File: src/rtl/router_pkg.sv
// Shared definitions for the router injection stage: channel field layout and framing states.
package router_pkg;
  localparam int CH_VALID       = 0;
  localparam int CH_HEAD        = 1;
  localparam int CH_TAIL        = 2;
  localparam int CH_PAYLOAD_LSB = 3;
  localparam int PAYLOAD_W_DEF  = 31;
  localparam int CHANNEL_W      = PAYLOAD_W_DEF + 3;

  typedef enum logic {
    IDLE = 1'b0,
    PKT  = 1'b1
  } frame_state_t;
endpackage

File: src/rtl/router_flit_injector_if.sv
// Local source to injector flit handshake (valid/ready plus framing bits and payload).
interface router_flit_injector_if #(
  parameter int PAYLOAD_W = 31
);
  logic                 valid;
  logic                 ready;
  logic                 head;
  logic                 tail;
  logic [0:PAYLOAD_W-1] data;

  modport master (output valid, output head, output tail, output data, input ready);
  modport slave  (input valid, input head, input tail, input data, output ready);
endinterface

File: src/rtl/router_flit_fifo.sv
// Synchronous FIFO of {head,tail,payload} entries; extra pointer bit separates full from empty.
module router_flit_fifo #(
  parameter int DEPTH = 4,
  parameter int WIDTH = 33
) (
  input  logic             clk,
  input  logic             reset,
  input  logic             push,
  input  logic [WIDTH-1:0] wdata,
  input  logic             pop,
  output logic [WIDTH-1:0] rdata,
  output logic             full,
  output logic             empty
);
  localparam int AW = $clog2(DEPTH);

  logic [WIDTH-1:0] mem [DEPTH];
  logic [AW:0]      wr_ptr;
  logic [AW:0]      rd_ptr;

  assign empty = (wr_ptr == rd_ptr);
  assign full  = (wr_ptr[AW] != rd_ptr[AW]) && (wr_ptr[AW-1:0] == rd_ptr[AW-1:0]);
  assign rdata = mem[rd_ptr[AW-1:0]];

  always_ff @(posedge clk or negedge reset) begin
    if (!reset) begin
      wr_ptr <= '0;
      rd_ptr <= '0;
    end else begin
      if (push && !full) wr_ptr <= wr_ptr + 1'b1;
      if (pop && !empty) rd_ptr <= rd_ptr + 1'b1;
    end
  end

  // Storage carries no reset; only the pointers decide what is valid.
  always_ff @(posedge clk) begin
    if (push && !full) mem[wr_ptr[AW-1:0]] <= wdata;
  end
endmodule

File: src/rtl/router_flit_injector.sv
// Injection stage: buffers source flits, checks head/tail framing and drives the router
// channel under credit-based flow control with a sticky error flag.
module router_flit_injector
  import router_pkg::*;
#(
  parameter int FIFO_DEPTH  = 4,
  parameter int NUM_CREDITS = 8,
  parameter int PAYLOAD_W   = 31
) (
  input  logic                 clk,
  input  logic                 reset,
  router_flit_injector_if.slave src,
  output logic [0:PAYLOAD_W+2] channel_out,
  input  logic [0:0]           flow_ctrl_in,
  output logic [0:3]           credit_count,
  output logic                 error
);
  localparam int FW = PAYLOAD_W + 2;

  frame_state_t  state;
  logic          full;
  logic          empty;
  logic          accept;
  logic          frame_ok;
  logic          push;
  logic          pop;
  logic          ret;
  logic [FW-1:0] rdata;

  assign src.ready = reset & ~full;
  assign accept    = src.valid & src.ready;
  assign frame_ok  = (state == IDLE) ? src.head : ~src.head;
  assign push      = accept & frame_ok;
  assign pop       = ~empty & (credit_count != 4'd0);
  assign ret       = flow_ctrl_in[0];

  router_flit_fifo #(
    .DEPTH (FIFO_DEPTH),
    .WIDTH (FW)
  ) u_fifo (
    .clk   (clk),
    .reset (reset),
    .push  (push),
    .wdata ({src.head, src.tail, src.data}),
    .pop   (pop),
    .rdata (rdata),
    .full  (full),
    .empty (empty)
  );

  always_ff @(posedge clk or negedge reset) begin
    if (!reset) begin
      state        <= IDLE;
      error        <= 1'b0;
      credit_count <= 4'(NUM_CREDITS);
    end else begin
      if (accept) begin
        case (state)
          IDLE: if (src.head && !src.tail) state <= PKT;
          PKT:  if (!src.head && src.tail) state <= IDLE;
          default: state <= IDLE;
        endcase
        if (!frame_ok) error <= 1'b1;
      end
      // A send and a return in the same cycle cancel; a return with a full count overflows.
      if (pop && !ret) begin
        credit_count <= credit_count - 4'd1;
      end else if (ret && !pop) begin
        if (credit_count == 4'(NUM_CREDITS)) error <= 1'b1;
        else credit_count <= credit_count + 4'd1;
      end
    end
  end

  always_ff @(posedge clk or negedge reset) begin
    if (!reset) begin
      channel_out <= '0;
    end else if (pop) begin
      channel_out <= {1'b1, rdata};
    end else begin
      channel_out[CH_VALID] <= 1'b0;
    end
  end
endmodule
File: src/flat_wrapper.sv
// flat-port wrapper written by rule: the top's interface ports become plain ports
module router_flit_injector_flat import router_pkg::*;
#(
  parameter int FIFO_DEPTH  = 4,
  parameter int NUM_CREDITS = 8,
  parameter int PAYLOAD_W   = 31
)
  (clk, reset, channel_out, flow_ctrl_in, credit_count, error, src_valid, src_head, src_tail, src_data, src_ready);
  router_flit_injector_if #(.PAYLOAD_W(PAYLOAD_W)) src_i ();
  input  logic clk;
  input  logic reset;
  output logic [0:PAYLOAD_W+2] channel_out;
  input  logic [0:0] flow_ctrl_in;
  output logic [0:3] credit_count;
  output logic error;
  input wire logic [$bits(src_i.valid)-1:0] src_valid;
  input wire logic [$bits(src_i.head)-1:0] src_head;
  input wire logic [$bits(src_i.tail)-1:0] src_tail;
  input wire logic [$bits(src_i.data)-1:0] src_data;
  output wire logic [$bits(src_i.ready)-1:0] src_ready;
  assign src_i.valid = src_valid;
  assign src_i.head = src_head;
  assign src_i.tail = src_tail;
  assign src_i.data = src_data;
  assign src_ready = src_i.ready;
  router_flit_injector #(.FIFO_DEPTH(FIFO_DEPTH), .NUM_CREDITS(NUM_CREDITS), .PAYLOAD_W(PAYLOAD_W)) u_core (.clk(clk), .reset(reset), .src(src_i), .channel_out(channel_out), .flow_ctrl_in(flow_ctrl_in), .credit_count(credit_count), .error(error));
endmodule
File: config.mk
export PLATFORM = sky130hd
export DESIGN_NAME = router_flit_injector_flat
export DESIGN_NICKNAME = d
export VERILOG_FILES = /design/src/rtl/router_pkg.sv /design/src/rtl/router_flit_injector_if.sv /design/src/rtl/router_flit_fifo.sv /design/src/rtl/router_flit_injector.sv /design/src/flat_wrapper.sv
export SDC_FILE = /design/constraint.sdc
export NUM_CORES = 1
export LEC_CHECK = 0
export CORE_ASPECT_RATIO = 1.1
export CORE_UTILIZATION = 47
export DETAILED_ROUTE_END_ITERATION = 16
export GPL_ROUTABILITY_DRIVEN = 0
export PLACE_DENSITY = 0.79
export SYNTH_ARGS = -nofsm -noshare
export SYNTH_HDL_FRONTEND = slang
export SYNTH_HIERARCHICAL = 1
export SYNTH_SLANG_ARGS = --single-unit
File: constraint.sdc
create_clock -name clk -period 3.2 [get_ports clk]
set_clock_uncertainty 0.15 [all_clocks]
set_input_delay 0.64 -clock clk [delete_from_list [all_inputs] [get_ports clk]]
set_output_delay 0.64 -clock clk [all_outputs]
set_load 0.1 [all_outputs]
== Word level (Yosys, flattened, before mapping) ==
Memory sizes are Yosys's and may differ from the RTL's. A register that Yosys moved wholly into a read port is not among the register bits.
Cells that the tools add are included.

* Bits in registers: 13
* Bits of input ports: 37
* Output and inout port bits: 40
* Memories kept: 1
* RAM bits: 132

* Bitwise logic cells: 8
* Add/subtract/negate cells: 4
* Reduce and logical (&&, ||, !) cells: 17
* Eq/ne operators: 5
* Multiplexer cells: 15

{| class="wikitable"
|+ Memories
! name !! words !! width !! read ports !! clocked after memory_dff !! wr ports !! line !! RTL
|-
| u_core.u_fifo.mem || 4 || 33 || 1 || 1 || 1 || router_flit_fifo.sv:17 || <nowiki>logic [WIDTH-1:0] mem [DEPTH];</nowiki>
|}

{| class="wikitable"
|+ Operators by type and width
! operator !! count
|-
| $mux 4 || 3
|-
| $mux 1 || 11
|-
| $logic_and 1x1->1 || 7
|-
| $logic_not 1->1 || 7
|-
| $add 3x1->3 const B || 2
|-
| $add 4x1->4 const B || 1
|-
| $and 1x1->1 || 4
|-
| $eq 4x4->1 const B || 1
|-
| $not 1->1 || 4
|-
| $reduce_bool 4->1 || 1
|-
| $sub 4x1->4 const B || 1
|-
| $eq 3x3->1 || 1
|-
| $eq 2x2->1 || 1
|-
| $ne 2x1->1 const B || 1
|-
| $pmux 1 s2 || 1
|-
| $reduce_and 2->1 || 1
|-
| $reduce_bool 2->1 || 1
|-
| $ne 1x1->1 || 1
|}

== Longest topological paths before layout ==
* Word-level depth: 9
* Depth in mapped cells: 11

== Cells and area by module ==
The synthesis kept the hierarchy.

{| class="wikitable"
|+ Modules (own cells, without submodules)
! module !! cells an instance !! sequential area each (µm²) !! area an instance (µm²) !! times used
|-
| router_flit_fifo || 221 || 4113.9 || 5277.6 || 1
|-
| router_flit_injector || 114 || 1002.2 || 1795.5 || 1
|}

== Least setup slack after synthesis ==
Ideal clock, no wire load.

* Path kind: flip-flop to flip-flop
* Start point: register u_core.u_fifo.rd_ptr[0]
* End point: memory u_core.u_fifo.mem[0][0], enable pin
* Cell stages (with the launch flop): 9
* Setup time: 0.393 ns
* Setup slack: -1.000 ns
* Period minus slack after synthesis: 4.200 ns
* Required time: 2.657 ns
* Data arrival time: 3.656 ns
* Cells stage by stage: dfrtp_1 buf_6 xnor2_2 nand3_2 inv_1 nor2b_1 nand2_1 nor2_1 and3_1

* Word-level cells in the longest chain between the ends: 9
* Elaborated cells between the ends (all ways): 10
* Classes of those cells: eq/ne (1); mux (2); bitwise (4); reduce/logical (3)

{| class="wikitable"
|+ RTL lines
! item !! line !! RTL
|-
| start, declared || router_flit_fifo.sv:19 || <nowiki>logic [AW:0] rd_ptr;</nowiki>
|-
| start signal, assigned || router_flit_fifo.sv:31 || <nowiki>if (pop && !empty) rd_ptr <= rd_ptr + 1'b1;</nowiki>
|-
| $eq 2x2->1 || router_flit_fifo.sv:22 || <nowiki>assign full = (wr_ptr[AW] != rd_ptr[AW]) && (wr_ptr[AW-1:0] == rd_ptr[AW-1:0]);</nowiki>
|-
| $logic_and 1x1->1 || router_flit_fifo.sv:22 ||
|-
| named net u_core.full || router_flit_injector.sv:21 || <nowiki>logic full;</nowiki>
|-
| $not 1->1 || router_flit_injector.sv:30 || <nowiki>assign src.ready = reset & ~full;</nowiki>
|-
| $and 1x1->1 || router_flit_injector.sv:30 ||
|-
| named net src_ready || flat_wrapper.sv:20 || <nowiki>output wire logic [$bits(src_i.ready)-1:0] src_ready;</nowiki>
|-
| $and 1x1->1 || router_flit_injector.sv:31 || <nowiki>assign accept = src.valid & src.ready;</nowiki>
|-
| $and 1x1->1 || router_flit_injector.sv:33 || <nowiki>assign push = accept & frame_ok;</nowiki>
|-
| named net u_core.push || router_flit_injector.sv:25 || <nowiki>logic push;</nowiki>
|-
| $logic_and 1x1->1 || router_flit_fifo.sv:37 || <nowiki>if (push && !full) mem[wr_ptr[AW-1:0]] <= wdata;</nowiki>
|-
| $mux 1 || router_flit_fifo.sv:37 ||
|-
| $mux 1 (implied by the code) || router_flit_fifo.sv:37 ||
|-
| end, declared || router_flit_fifo.sv:17 ||
|}

The timed path passes the listed nets, and every way through them passes these cells.

== Final worst setup path ==
* Start point: register u_core.u_fifo.rd_ptr[1]
* End point: output port src_ready

* Word-level cells in the longest chain between the ends: 4

{| class="wikitable"
|+ RTL lines
! item !! line
|-
| $eq 2x2->1 || router_flit_fifo.sv:22
|-
| $logic_and 1x1->1 || router_flit_fifo.sv:22
|-
| named net u_core.full || router_flit_injector.sv:21
|-
| $not 1->1 || router_flit_injector.sv:30
|-
| $and 1x1->1 || router_flit_injector.sv:30
|-
| end, declared || flat_wrapper.sv:20
|}

The timed path passes the listed nets, and every way through them passes these cells.

==> impl_metrics.csv <==
group,metric,value,unit
logic_synthesis,synth_top_area_share,56.0,%
detailed_routing,vias,3371,
logic_synthesis,yosys_warnings,6,
grt,grtUsageMet3,4.77,%
cells_and_area,num_antenna_cells,0,
outcome,outcome,"finished clean",
sta,period_needed,2.82,ns
sta,setup_viol,0,
detailed_routing,drt-wirelength-per-cell,19.8,um
cells_and_area,mostFrequentLayoutCells,"edfxtp_1 (132), buf_4 (52), dfrtp_1 (43)",
grt,grt_pass1_wl,20.2,mm
logic_synthesis,synth_area,7070,um^2
grt,gr-usage-all-layers,18.0,%
place,hpwlAfterDp,8.05,mm
detailed_routing,drt_iter0_markers,188,
logic_synthesis,syn_inst,335,
sta,tns,0,ns
sta,relSlewSlack,53.9,%
detailed_routing,route.detailed.drc,0,
logic_synthesis,synth_seq_cells,178,
clock_network,cts_hold_buf,0,
logic_synthesis,yosys-top-cells-area,"edfxtp_1 (56%), dfrtp_1 (16%), mux4_2 (11%), mux2_4 (5.9%), ha_1 (1.6%)",
grt,grt_pass1_vias,3588,
logic_synthesis,synth_area_leader_cell,"edfxtp_1",
grt,overflow,0,
logic_synthesis,avgSynthCellArea,21.1,um^2
worst_setup_path,critPathCaptureType,"output port",
clock_network,cts_buffers,17,
sta,fin_crit_sh,88.2,%
grt,met1_usage,22.2,%
worst_setup_path,critPathLaunchType,"flip-flop",
clock_network,clkLatencyLatePin,0.42,ns
detailed_routing,vias_per_cell,5.28,
clock_network,cts_sinks,178,
grt,antenna_found_initial,0,
worst_setup_path,crit_type,"flip-flop to output port",
worst_setup_path,required,2.41,ns
grt,use_met2,30.8,%
sta,tightestPinTransition,0.692,ns
floorplanning,die_height,131,um
detailed_routing,ant_nets,0,
clock_network,clk_pin_slew,0.07,ns
cells_and_area,syn2layout_area_growth,22.6,%
worst_hold_path,min_path_type,"input pin to asynchronous set/reset pin",
floorplanning,rows,46,
floorplanning,fp.coreArea,14600,um^2
sta,fmax,354,MHz
cells_and_area,layout_commonest_cell,"edfxtp_1",
run,drv_cap,0,
floorplanning,io_pins,77,
cells_and_area,layoutNonFillerInstCount,638,
floorplanning,die_w,119,um
clock_network,cts-htree-levels,4,
detailed_routing,first_pass_iters,4,
place,dpl.cell_count,606,
sta,hold_viol,0,
clock_network,clockRootBuffer,"clkbuf_16",
place,port_buffers,76,
sta,grt_setup_unrepaired,"false",
floorplanning,start_util,48.6,%
cells_and_area,layout.nets,480,
worst_setup_path,worstPathMaxFanout,13,
clock_network,postCtsSetupBuffers,0,
logic_synthesis,synth.distinct_cells,40,
floorplanning,die_area,15500,um^2
clock_network,ctsResizeCount,0,
logic_synthesis,ys_seq_area_share,72.3,%
grt,grt.busiest_layer,"met2",
clock_network,clock_path_buffers,2,
worst_setup_path,critical_path_arrival,2.03,ns
clock_network,cts_tree,"done",
grt,grt_max_degree,47,
sta,slew_viol_final,0,
cells_and_area,drive_gt1_share,38.3,%
detailed_routing,wirelength,12.6,mm
logic_synthesis,syn_nets,382,
-- kinds of logic (layout without fill, tap and decap cells) --
kind of cell	after synthesis	count (layout)	share of synthesized area, %
and+or+nand+nor	26	26	2.28
DFF	178	178	72.3
buffers and inverters	21	132	1.93
AOI/OAI and AO/OA	22	22	2.53
xor gates and xnor gates	12	12	1.80
muxes	66	66	17.2
adders and majority gates	10	10	1.88
-- registers in the layout, summed over array words and instances (netlist names) --
signal	flops
u_core/state	1
u_core/channel_out	34
u_core/u_fifo/mem	132
u_core/u_fifo/rd_ptr	3
u_core/credit_count	4
u_core/u_fifo/wr_ptr	3
u_core/error	1
-- metrics by stage --
stage / instance area [um^2] / setup WS, ns / utilization, % / hold WS, ns
5_1_grt: 8670 / 0.253 / 59.5 / 0.267
4_1_cts: 8670 / 0.353 / 59.5 / 0.233
3_3_place_gp: 8010 / 0.522 / 55.0 / 0.335
2_1_floorplan: 7080 / 0.0343 / - / 0.194
6_report: 8670 / 0.378 / 59.5 / 0.216
3_5_place_dp: 8010 / 0.495 / 55.0 / 0.334
-- cell usage after synthesis (all sizes together) --
master and instances:
o41ai 1, xnor2 6, o21bai 1, mux2 33, nand3 3, ha 9, nor4 2, a22o 1
and2 2, fa 1, nand2 6, nor2b 1, a211oi 2, mux4 33, a31oi 2, xor2 6
a21o 1, edfxtp 132, a21oi 6, inv 10, nor2 3, dfstp 1, nor3 2, dfrtp 45
o21ai 3, nand2b 3, o31ai 4, and3 4, a221o 1, buf 11
-- worst paths after layout --
path,cells after the start,end,from,slack [ns]
max,5,src_ready,u_core/u_fifo/rd_ptr[1],0.38
min,2,u_core/credit_count[3],reset,0.22
max reg2reg,9,u_core/credit_count[0],u_core/u_fifo/wr_ptr[0],0.45
min reg2reg,1,u_core/error,u_core/error,0.35
max in group asynchronous,2,u_core/u_fifo/rd_ptr[1],reset,2.23
min in group clk,1,u_core/error,u_core/error,0.35
-- cell type report --
type                    instances  area (um^2)
fillers                      1050         5890
clock buffers                  17          425
well taps                     192          240
multi-input cells             136         1830
inverters                      10         37.5
clock inverters                15          230
flip-flops and latches        178         5120
repair buffers                 90          786
-- layer usage --
metal / share of wire [%] / vias to the layer above / wire length, um
met1: 42 / 1742 / 5320
li1: - / 1525 / -
met4: 1.5 / 0 / 183
met3: 4.4 / 20 / 559
met2: 52 / 84 / 6540
met5: 0 / - / 0
-- worst max-delay path, stage by stage (launching register included) --
cell,delay (ns)
dfrtp_2,0.54
xnor2_1,0.51
nand3_2,0.20
inv_1,0.14
nor2b_4,0.06
buf_12,0.16
Power is left out: the tool's default activity adds up to more than one toggle a clock period on the data nets, which glitch-free logic cannot reach.
